`src/rtl/uart_tx_arbiter.sv`:
```
// Two-requester round-robin arbiter feeding one UART tx_engine; load strobes 1 clk after the transfer.
// Backpressure: reqN_ready is only offered in IDLE while txrdy is high; all other states ignore requesters.
module uart_tx_arbiter #(
   parameter int unsigned GAP_CYCLES = 0,
   parameter int unsigned LO_TIMEOUT = 16
) (
   input  logic        clk,
   input  logic        reset,
   input  logic        req0_valid,
   input  logic        req1_valid,
   input  logic [7:0]  req0_data,
   input  logic [7:0]  req1_data,
   output logic        req0_ready,
   output logic        req1_ready,
   input  logic        txrdy,
   output logic        load,
   output logic [7:0]  out_data,
   output logic        grant,
   output logic        busy,
   output logic        err,
   output logic [15:0] char_count
);

   typedef enum logic [2:0] {
      S_IDLE,
      S_LOAD,
      S_WAIT_LO,
      S_WAIT_HI,
      S_GAP
   } state_t;

   localparam logic [7:0] GAP_INIT = 8'(GAP_CYCLES);
   localparam logic [7:0] LO_LIMIT = 8'(LO_TIMEOUT);

   state_t      state_q, state_d;
   logic [7:0]  out_data_q, out_data_d;
   logic        grant_q, grant_d;
   logic        err_q, err_d;
   logic [15:0] char_count_q, char_count_d;
   logic [7:0]  to_cnt_q, to_cnt_d;
   logic [7:0]  gap_cnt_q, gap_cnt_d;
   logic        sel1;
   logic        take;

   // On contention the requester that did not win last time goes first.
   always_comb begin
      if (req0_valid && req1_valid) begin
         sel1 = ~grant_q;
      end else begin
         sel1 = req1_valid;
      end
   end

   assign take       = (state_q == S_IDLE) & txrdy & (req0_valid | req1_valid) & ~reset;
   assign req0_ready = take & ~sel1;
   assign req1_ready = take & sel1;

   always_comb begin
      state_d      = state_q;
      out_data_d   = out_data_q;
      grant_d      = grant_q;
      err_d        = err_q;
      char_count_d = char_count_q;
      to_cnt_d     = to_cnt_q;
      gap_cnt_d    = gap_cnt_q;
      case (state_q)
         S_IDLE: begin
            if (take) begin
               out_data_d = sel1 ? req1_data : req0_data;
               grant_d    = sel1;
               state_d    = S_LOAD;
            end
         end
         S_LOAD: begin
            to_cnt_d = '0;
            state_d  = S_WAIT_LO;
         end
         S_WAIT_LO: begin
            if (!txrdy) begin
               state_d = S_WAIT_HI;
            end else begin
               to_cnt_d = to_cnt_q + 8'd1;
               // Engine never started: flag it and give up on this byte.
               if (to_cnt_d == LO_LIMIT) begin
                  err_d   = 1'b1;
                  state_d = S_IDLE;
               end
            end
         end
         S_WAIT_HI: begin
            if (txrdy) begin
               char_count_d = char_count_q + 16'd1;
               if (GAP_CYCLES != 0) begin
                  gap_cnt_d = GAP_INIT;
                  state_d   = S_GAP;
               end else begin
                  state_d = S_IDLE;
               end
            end
         end
         S_GAP: begin
            if (gap_cnt_q <= 8'd1) begin
               gap_cnt_d = '0;
               state_d   = S_IDLE;
            end else begin
               gap_cnt_d = gap_cnt_q - 8'd1;
            end
         end
         default: begin
            state_d = S_IDLE;
         end
      endcase
   end

   always_ff @(posedge clk) begin
      if (reset) begin
         state_q      <= S_IDLE;
         out_data_q   <= 8'h00;
         grant_q      <= 1'b1;
         err_q        <= 1'b0;
         char_count_q <= 16'h0000;
         to_cnt_q     <= 8'h00;
         gap_cnt_q    <= 8'h00;
      end else begin
         state_q      <= state_d;
         out_data_q   <= out_data_d;
         grant_q      <= grant_d;
         err_q        <= err_d;
         char_count_q <= char_count_d;
         to_cnt_q     <= to_cnt_d;
         gap_cnt_q    <= gap_cnt_d;
      end
   end

   assign load       = (state_q == S_LOAD);
   assign busy       = (state_q != S_IDLE);
   assign out_data   = out_data_q;
   assign grant      = grant_q;
   assign err        = err_q;
   assign char_count = char_count_q;

endmodule
```
`config.mk`:
```
export PLATFORM = sky130hd
export DESIGN_NAME = uart_tx_arbiter
export DESIGN_NICKNAME = d
export VERILOG_FILES = /design/src/rtl/uart_tx_arbiter.sv
export SDC_FILE = /design/constraint.sdc
export NUM_CORES = 1
export LEC_CHECK = 0
export ABC_AREA = 1
export CORE_MARGIN = 2
export CORE_UTILIZATION = 49
export CTS_BUF_LIST = sky130_fd_sc_hd__clkbuf_4 sky130_fd_sc_hd__clkbuf_8
export CTS_CLUSTER_DIAMETER = 80
export DETAILED_ROUTE_END_ITERATION = 10
export PLACE_DENSITY = 0.9
export SYNTH_ARGS = -nofsm -noshare
export SYNTH_HDL_FRONTEND = slang
export SYNTH_SLANG_ARGS = --single-unit
```
`constraint.sdc`:
```
create_clock -name clk -period 1.48 [get_ports clk]
set_input_delay 0.296 -clock clk [delete_from_list [all_inputs] [get_ports clk]]
set_output_delay 0.296 -clock clk [all_outputs]
set_load 0.02 [all_outputs]
```
Word level (Yosys, flattened, before mapping)
Index checks and enable logic that the tools add are counted.
{ "word_totals": {"regBits": 45, "latchBits": 0, "ram_bits": 0, "romBits": 0, "input_bits": 21, "out_inout_bits": 30, "wordCells": 50, "memories": 0} }
{ "classes": {"addsub": 3, "multipliers": 0, "n_div": 0, "n_lt_le_gt_ge": 1, "n_eq_ne": 10, "n_shift": 0, "n_mux": 11, "n_bitwise": 9, "reduce_logical": 9} }
{ "ops": {"columns": ["cell", "n"], "rows": [
  ["$mux W8", 3],
  ["$add A16 B1 Y16 const B", 1],
  ["$pmux W8 S2", 1],
  ["$mux W3", 5],
  ["$pmux W3 S5", 1],
  ["$add A8 B1 Y8 const B", 1],
  ["$eq A8 B5 Y1 const B", 1],
  ["$le A8 B1 Y1 const B", 1],
  ["$ne A2 B2 Y1 const B", 4],
  ["$sub A8 B1 Y8 const B", 1],
  ["$eq A3 B2 Y1 const B", 2],
  ["$reduce_and A2 Y1", 3],
  ["$and A1 B1 Y1", 5],
  ["$reduce_and A4 Y1", 1],
  ["$eq A3 B1 Y1 const B", 1],
  ["$eq A3 B3 Y1 const B", 1],
  ["$logic_not A3 Y1", 1],
  ["$ne A3 B3 Y1 const B", 1],
  ["$not A1 Y1", 3],
  ["$reduce_and A3 Y1", 1],
  ["$reduce_bool A3 Y1", 1],
  ["$reduce_bool A2 Y1", 1],
  ["$logic_and A1 B1 Y1", 1],
  ["$mux W1", 1],
  ["$or A1 B1 Y1", 1]
]} }

Longest topological paths before layout
{ "depth": {"depth_word": 6, "mapped_depth": 11, "mapped_depth_nobuf": 11} }

Worst setup path before layout
OpenSTA, ideal clock, no wires.
{ "synth_path": {"path_type": "register to register", "start": "reg grant_q, in the netlist grant", "end": "reg out_data_q[2], in the netlist out_data[2]", "setup_time_ns": 0.074, "arrival_ns": 1.337, "required_time_ns": 1.406, "path_slack_ns": 0.069, "path_stages_with_launch": 6, "n_path_buf": 0, "period_less_slack_ns": 1.411, "path_cell_list": "dfxtp_1 -> a21oi_1 -> inv_2 -> nor2_2 -> nand2_1 -> a31oi_1"} }
{ "synth_between": {"elab_chain_len": 3} }
{ "synth_rtl": {"columns": ["element", "line", "rtl"], "rows": [
  ["start, declared", "37", "logic grant_q, grant_d;"],
  ["start signal, assigned", "127", "grant_q <= grant_d;"],
  ["$not A1 Y1", "48", "sel1 = ~grant_q;"],
  ["$mux W1", "47", "if (req0_valid && req1_valid) begin"],
  ["$mux W8", "69", "out_data_d = sel1 ? req1_data : req0_data;"],
  ["end signal, assigned", "126", "out_data_q <= out_data_d;"],
  ["end, declared", "36", "logic [7:0] out_data_q, out_data_d;"]
]} }
No other way between the ends.
A chain may end at the register's enable or synchronous reset.

Worst setup path after layout
{ "layout_path": {"start": "reg state_q[1]", "end": "out req1_ready"} }
{ "layout_between": {"elab_chain_len": 5} }
{ "layout_rtl": {"columns": ["element", "line", "rtl"], "rows": [
  ["start, declared", "35", "state_t state_q, state_d;"],
  ["start signal, assigned", "125", "state_q <= state_d;"],
  ["$logic_not A3 Y1", "54", "assign take = (state_q == S_IDLE) & txrdy & (req0_valid | req1_valid) & ~reset;"],
  ["$and A1 B1 Y1 (3 in series)", "54", null],
  ["$and A1 B1 Y1", "56", "assign req1_ready = take & sel1;"],
  ["end, declared", "14", "output logic req1_ready,"]
]} }
No other way between the ends.

==> summary.md <==
| Metric | Value |
|---|---|
| Max-cap violations | 0 |
| IO Pins | 51 |
| Cells on worst reg2reg path | 10 |
| Clock latency reported for the late side of the worst-skew pair | between 0.3 and 0.4 ns |
| Height of the chip | around 64 um |
| Number of hold buffers added after CTS | 0 |
| Clock Sink Count | 36 |
| Clock transition at the registers of the reported paths | around 0.11 ns |
| Worst reg2reg endpoint | char_count[14]$_SDFFE_PP0P_ |
| Synth Warn # | 0 |
| Fin area | between 2000 and 3000 um2 |
| Top post-synthesis cells by area | sky130_fd_sc_hd__dfxtp_1, sky130_fd_sc_hd__nand2_1, sky130_fd_sc_hd__a21oi_1 |
| Layout Nets | around 350 |
| Sequential fraction of the synthesis area | 40.9% |
| ANT cells | 0 |
| Synthesized instance count | 250 |
| Final WS setup | -0.0294 ns |
| Worst slew slack as a fraction of its limit | roughly three quarters |
| Antenna violations before repair | 0 |
| Effective utilization at floorplan | between 50% and 60% |
| Total count of hold-check failures in the final report | 0 |
| Clock period minus worst slack | 1.51 ns |
| Die Area | a little over 4000 um2 |
| Number of CTS-inserted buffers | 5 |
| Violated checks | setup timing |
| Maximum number of buffers from clock root to sink | 2 |
| Category of the critical setup timing path | flop to primary output |
| Area growth, synth to finish | 48.4% |
| Result of the run | finished, violations left |
| Worst Hold Depth | 1 |
| Count of buffers from port buffering | 50 |
| Measured slew at the worst slew-check pin | approximately 0.37 ns |
| Setup violation total in the final timing report | 3 |
| Number of DRC markers after the initial detailed-route iteration | 100 |
| Pwr per Cell Area | just over 800 nW/um2 |
| Cell type with the highest aggregate area in the netlist | sky130_fd_sc_hd__dfxtp_1 |
| Number of inserted filler cells in the final layout | 247 |
| Cell area after placement | between 2000 and 2500 um2 |
| Register-to-Register Setup Slack | about 0.010 ns |
| Data required time at the worst endpoint | ~1.2 ns |
| Worst min path class | flop to flop |
| Arr. time, crit path | 1.21 ns |
| Total area of multi-input combinational cells | about 990 um2 |
| Critical path startpoint category | flop |
| Synthesized cell area | 1760 um2 |
| Number of rows created at floorplan | 21 |
| CTS root buffer | sky130_fd_sc_hd__clkbuf_4 |
| Top fanout value on the critical path | 3 |
| Wire length of the first global-routing pass | roughly 8100 um |
| Average instance area after synthesis | just over 7 um2 |
| Hold worst-path end | to_cnt_q[0]$_SDFFE_PP0P_ |
| DRC violation count after routing | 0 |
| Number of max-slew violations in the final report | 0 |
| GPL Wtd Cong | 0.842 |
| Min-Delay Startpoint | to_cnt_q[0]$_SDFFE_PP0P_ |
| All-layer global routing usage | roughly 25% |
| Post-synthesis sequential element count | 36 |
| Vias per Instance | ~5.1 |
| Largest net degree at the start of global routing | 26 |
| Placeable core area | ~3400 um2 |
| Static Leak | 1.20 nW |
| Remaining global-route overflow | 0 |
| Detailed-router iteration count before antenna repair | 5 |
| Number of global-route vias before repair | ~2000 |
| Via count | a little under 2000 |
| Setup repair after global routing missed its margin | yes |
| Ratio of final minimum period to clock period | 102% |
| Max Clock Freq | 663 MHz |
| Width of the die | roughly 64 um |
| Average wire length per cell after detail routing | between 10 and 15 um |
| Proportion of layout cells with a drive suffix above 1 | approximately a quarter |
| Clock Skew | 0.00644 ns |
| Reg-to-reg startpoint | state_q[1]$_SDFFE_PP0P_ |
| Number of antenna-violating nets in the routed design | 0 |
| Synthesized Nets | roughly 270 |
| Number of levels in the clock H-tree | 2 |
| Clock tree from TritonCTS | yes |
| Half-perimeter wire length after detailed placement | between 3000 and 4000 um |
| Peak VDD IR | about 0.00067 V |
| Reg area | ~730 um2 |
| Post-synth top area share | around 41% |
| Total wire length after detailed routing | 4690 um |
| Number of distinct standard cells referenced by the synthesized netlist | 29 |
| Hold slack | 0.487 ns |
| Worst Setup End Kind | primary output |
## cell type report
cell class                      count  share of cell area (%)
Clock buffer                        7                    2.49
Inverter                           25                    3.59
Multi-Input combinational cell    183                    37.8
Sequential cell                    36                    28.1
Tap cell                           46                    2.20
Timing Repair Buffer               78                    25.9
## power by group
group | switching (mW) | internal [mW] | leakage [nW] | total, mW
sequential | 0.0314 | 1.00 | 0.295 | 1.04
clock | 0.330 | 0.269 | 0.0374 | 0.600
combinational | 0.268 | 0.229 | 0.863 | 0.497
total | 0.629 | 1.50 | 1.20 | 2.13
## routing by layer
layer  vias up  part of all wire [%]  track usage, %
li1        972                     -               -
met1       883                    44            27.6
met2        62                    47            43.2
met3        13                   6.4            8.80
met4         0                   2.2            9.51
met5         -                     0               0
## cells in the final DEF, fill, tap and decap left out, types with 4 or more instances in the layout
| cell type | n |
|---|---|
| sky130_fd_sc_hd__o21a_1 | 4 |
| sky130_fd_sc_hd__o21ai_0 | 8 |
| sky130_fd_sc_hd__dfxtp_2 | 8 |
| sky130_fd_sc_hd__buf_6 | 4 |
| sky130_fd_sc_hd__nor2_2 | 4 |
| sky130_fd_sc_hd__clkdlybuf4s50_1 | 16 |
| sky130_fd_sc_hd__clkbuf_4 | 5 |
| sky130_fd_sc_hd__nand2_1 | 70 |
| sky130_fd_sc_hd__inv_1 | 19 |
| sky130_fd_sc_hd__inv_2 | 6 |
| sky130_fd_sc_hd__buf_4 | 27 |
| sky130_fd_sc_hd__dlygate4sd2_1 | 29 |
| sky130_fd_sc_hd__a21oi_1 | 22 |
| sky130_fd_sc_hd__nor2_4 | 7 |
| sky130_fd_sc_hd__nor2_1 | 21 |
| sky130_fd_sc_hd__nand3_1 | 13 |
| sky130_fd_sc_hd__a31oi_1 | 10 |
| sky130_fd_sc_hd__dfxtp_1 | 27 |
## stage by stage
step	std cells	setup TNS, ns	setup slack (ns)	util, %	power [mW]
finish	375	-0.0520	-0.0294	77.2	2.13
global route	375	-0.642	-0.0760	77.2	2.23
CTS	374	-0.0431	-0.0268	76.2	2.11
detailed placement	364	-9.93	-0.760	73.1	1.49
global placement	364	-8.23	-0.709	73.1	1.48
floorplan	250	0	0.0688	-	1.25
## Yosys cell counts
master / number
sky130_fd_sc_hd__nand4_1: 2
sky130_fd_sc_hd__nand2_1: 70
sky130_fd_sc_hd__a211oi_1: 1
sky130_fd_sc_hd__nor2_4: 4
sky130_fd_sc_hd__ha_1: 2
sky130_fd_sc_hd__o21ai_0: 8
sky130_fd_sc_hd__dfxtp_1: 36
sky130_fd_sc_hd__inv_1: 21
sky130_fd_sc_hd__o21a_1: 4
sky130_fd_sc_hd__nand4_2: 1
sky130_fd_sc_hd__o21ai_1: 1
sky130_fd_sc_hd__nor2_8: 1
sky130_fd_sc_hd__nand2_4: 2
sky130_fd_sc_hd__inv_2: 4
sky130_fd_sc_hd__clkbuf_1: 4
sky130_fd_sc_hd__xor2_1: 2
sky130_fd_sc_hd__nand3_1: 15
sky130_fd_sc_hd__xnor2_1: 1
sky130_fd_sc_hd__nor3_1: 1
sky130_fd_sc_hd__nor2_2: 2
sky130_fd_sc_hd__buf_2: 2
sky130_fd_sc_hd__a31oi_1: 10
sky130_fd_sc_hd__or2_1: 1
sky130_fd_sc_hd__nor2_1: 26
sky130_fd_sc_hd__nand3_2: 1
sky130_fd_sc_hd__nand2_2: 2
sky130_fd_sc_hd__a21oi_1: 24
sky130_fd_sc_hd__o21bai_1: 1
sky130_fd_sc_hd__nor4_1: 1
## kinds of logic (layout without fill, tap and decap cells)
logic type	count (synthesis)	after routing	share of synthesized area, %
flops	36	36	40.9
simple gates	129	129	34.0
compound gates	49	49	15.5
fa+ha+maj	2	2	1.42
xor+xnor	3	3	1.49
buf+inv	31	110	6.74
## state kept, by name, summed over array words and instances, names as in the netlist
name and flops:
char_count 16, out_data 8, to_cnt_q 8, state_q 2
err 1, grant 1
## what timing repair did
item | 4_1_cts | 5_1_grt
gates resized for setup | 67 | 14
setup endpoints to repair | 33 | 16
endpoints found under the hold margin | 0 | 0
pin swaps | 5 | 5
buffers inserted | 3 | 1
## critical path: stages (launching register included)
cell and delay (ns):
sky130_fd_sc_hd__dfxtp_2 0.36, sky130_fd_sc_hd__nor2_4 0.15, sky130_fd_sc_hd__nand3_4 0.12, sky130_fd_sc_hd__nor2_4 0.12, sky130_fd_sc_hd__buf_6 0.12
## worst max-delay path by stage
| stage | end | cells past startpoint | startpoint |
|---|---|---|---|
| after floorplan | out_data[2]$_SDFFE_PP0P_ | 5 | grant$_SDFFE_PP1P_ |
| after global placement | req1_ready | 6 | txrdy |
| after detailed placement | req1_ready | 6 | txrdy |
| after CTS | req0_ready | 4 | state_q[1]$_SDFFE_PP0P_ |
| after global routing | req0_ready | 4 | state_q[0]$_SDFFE_PP0P_ |
| final | req1_ready | 4 | state_q[1]$_SDFFE_PP0P_ |
Note: power is estimated with default switching activity, not from simulation.
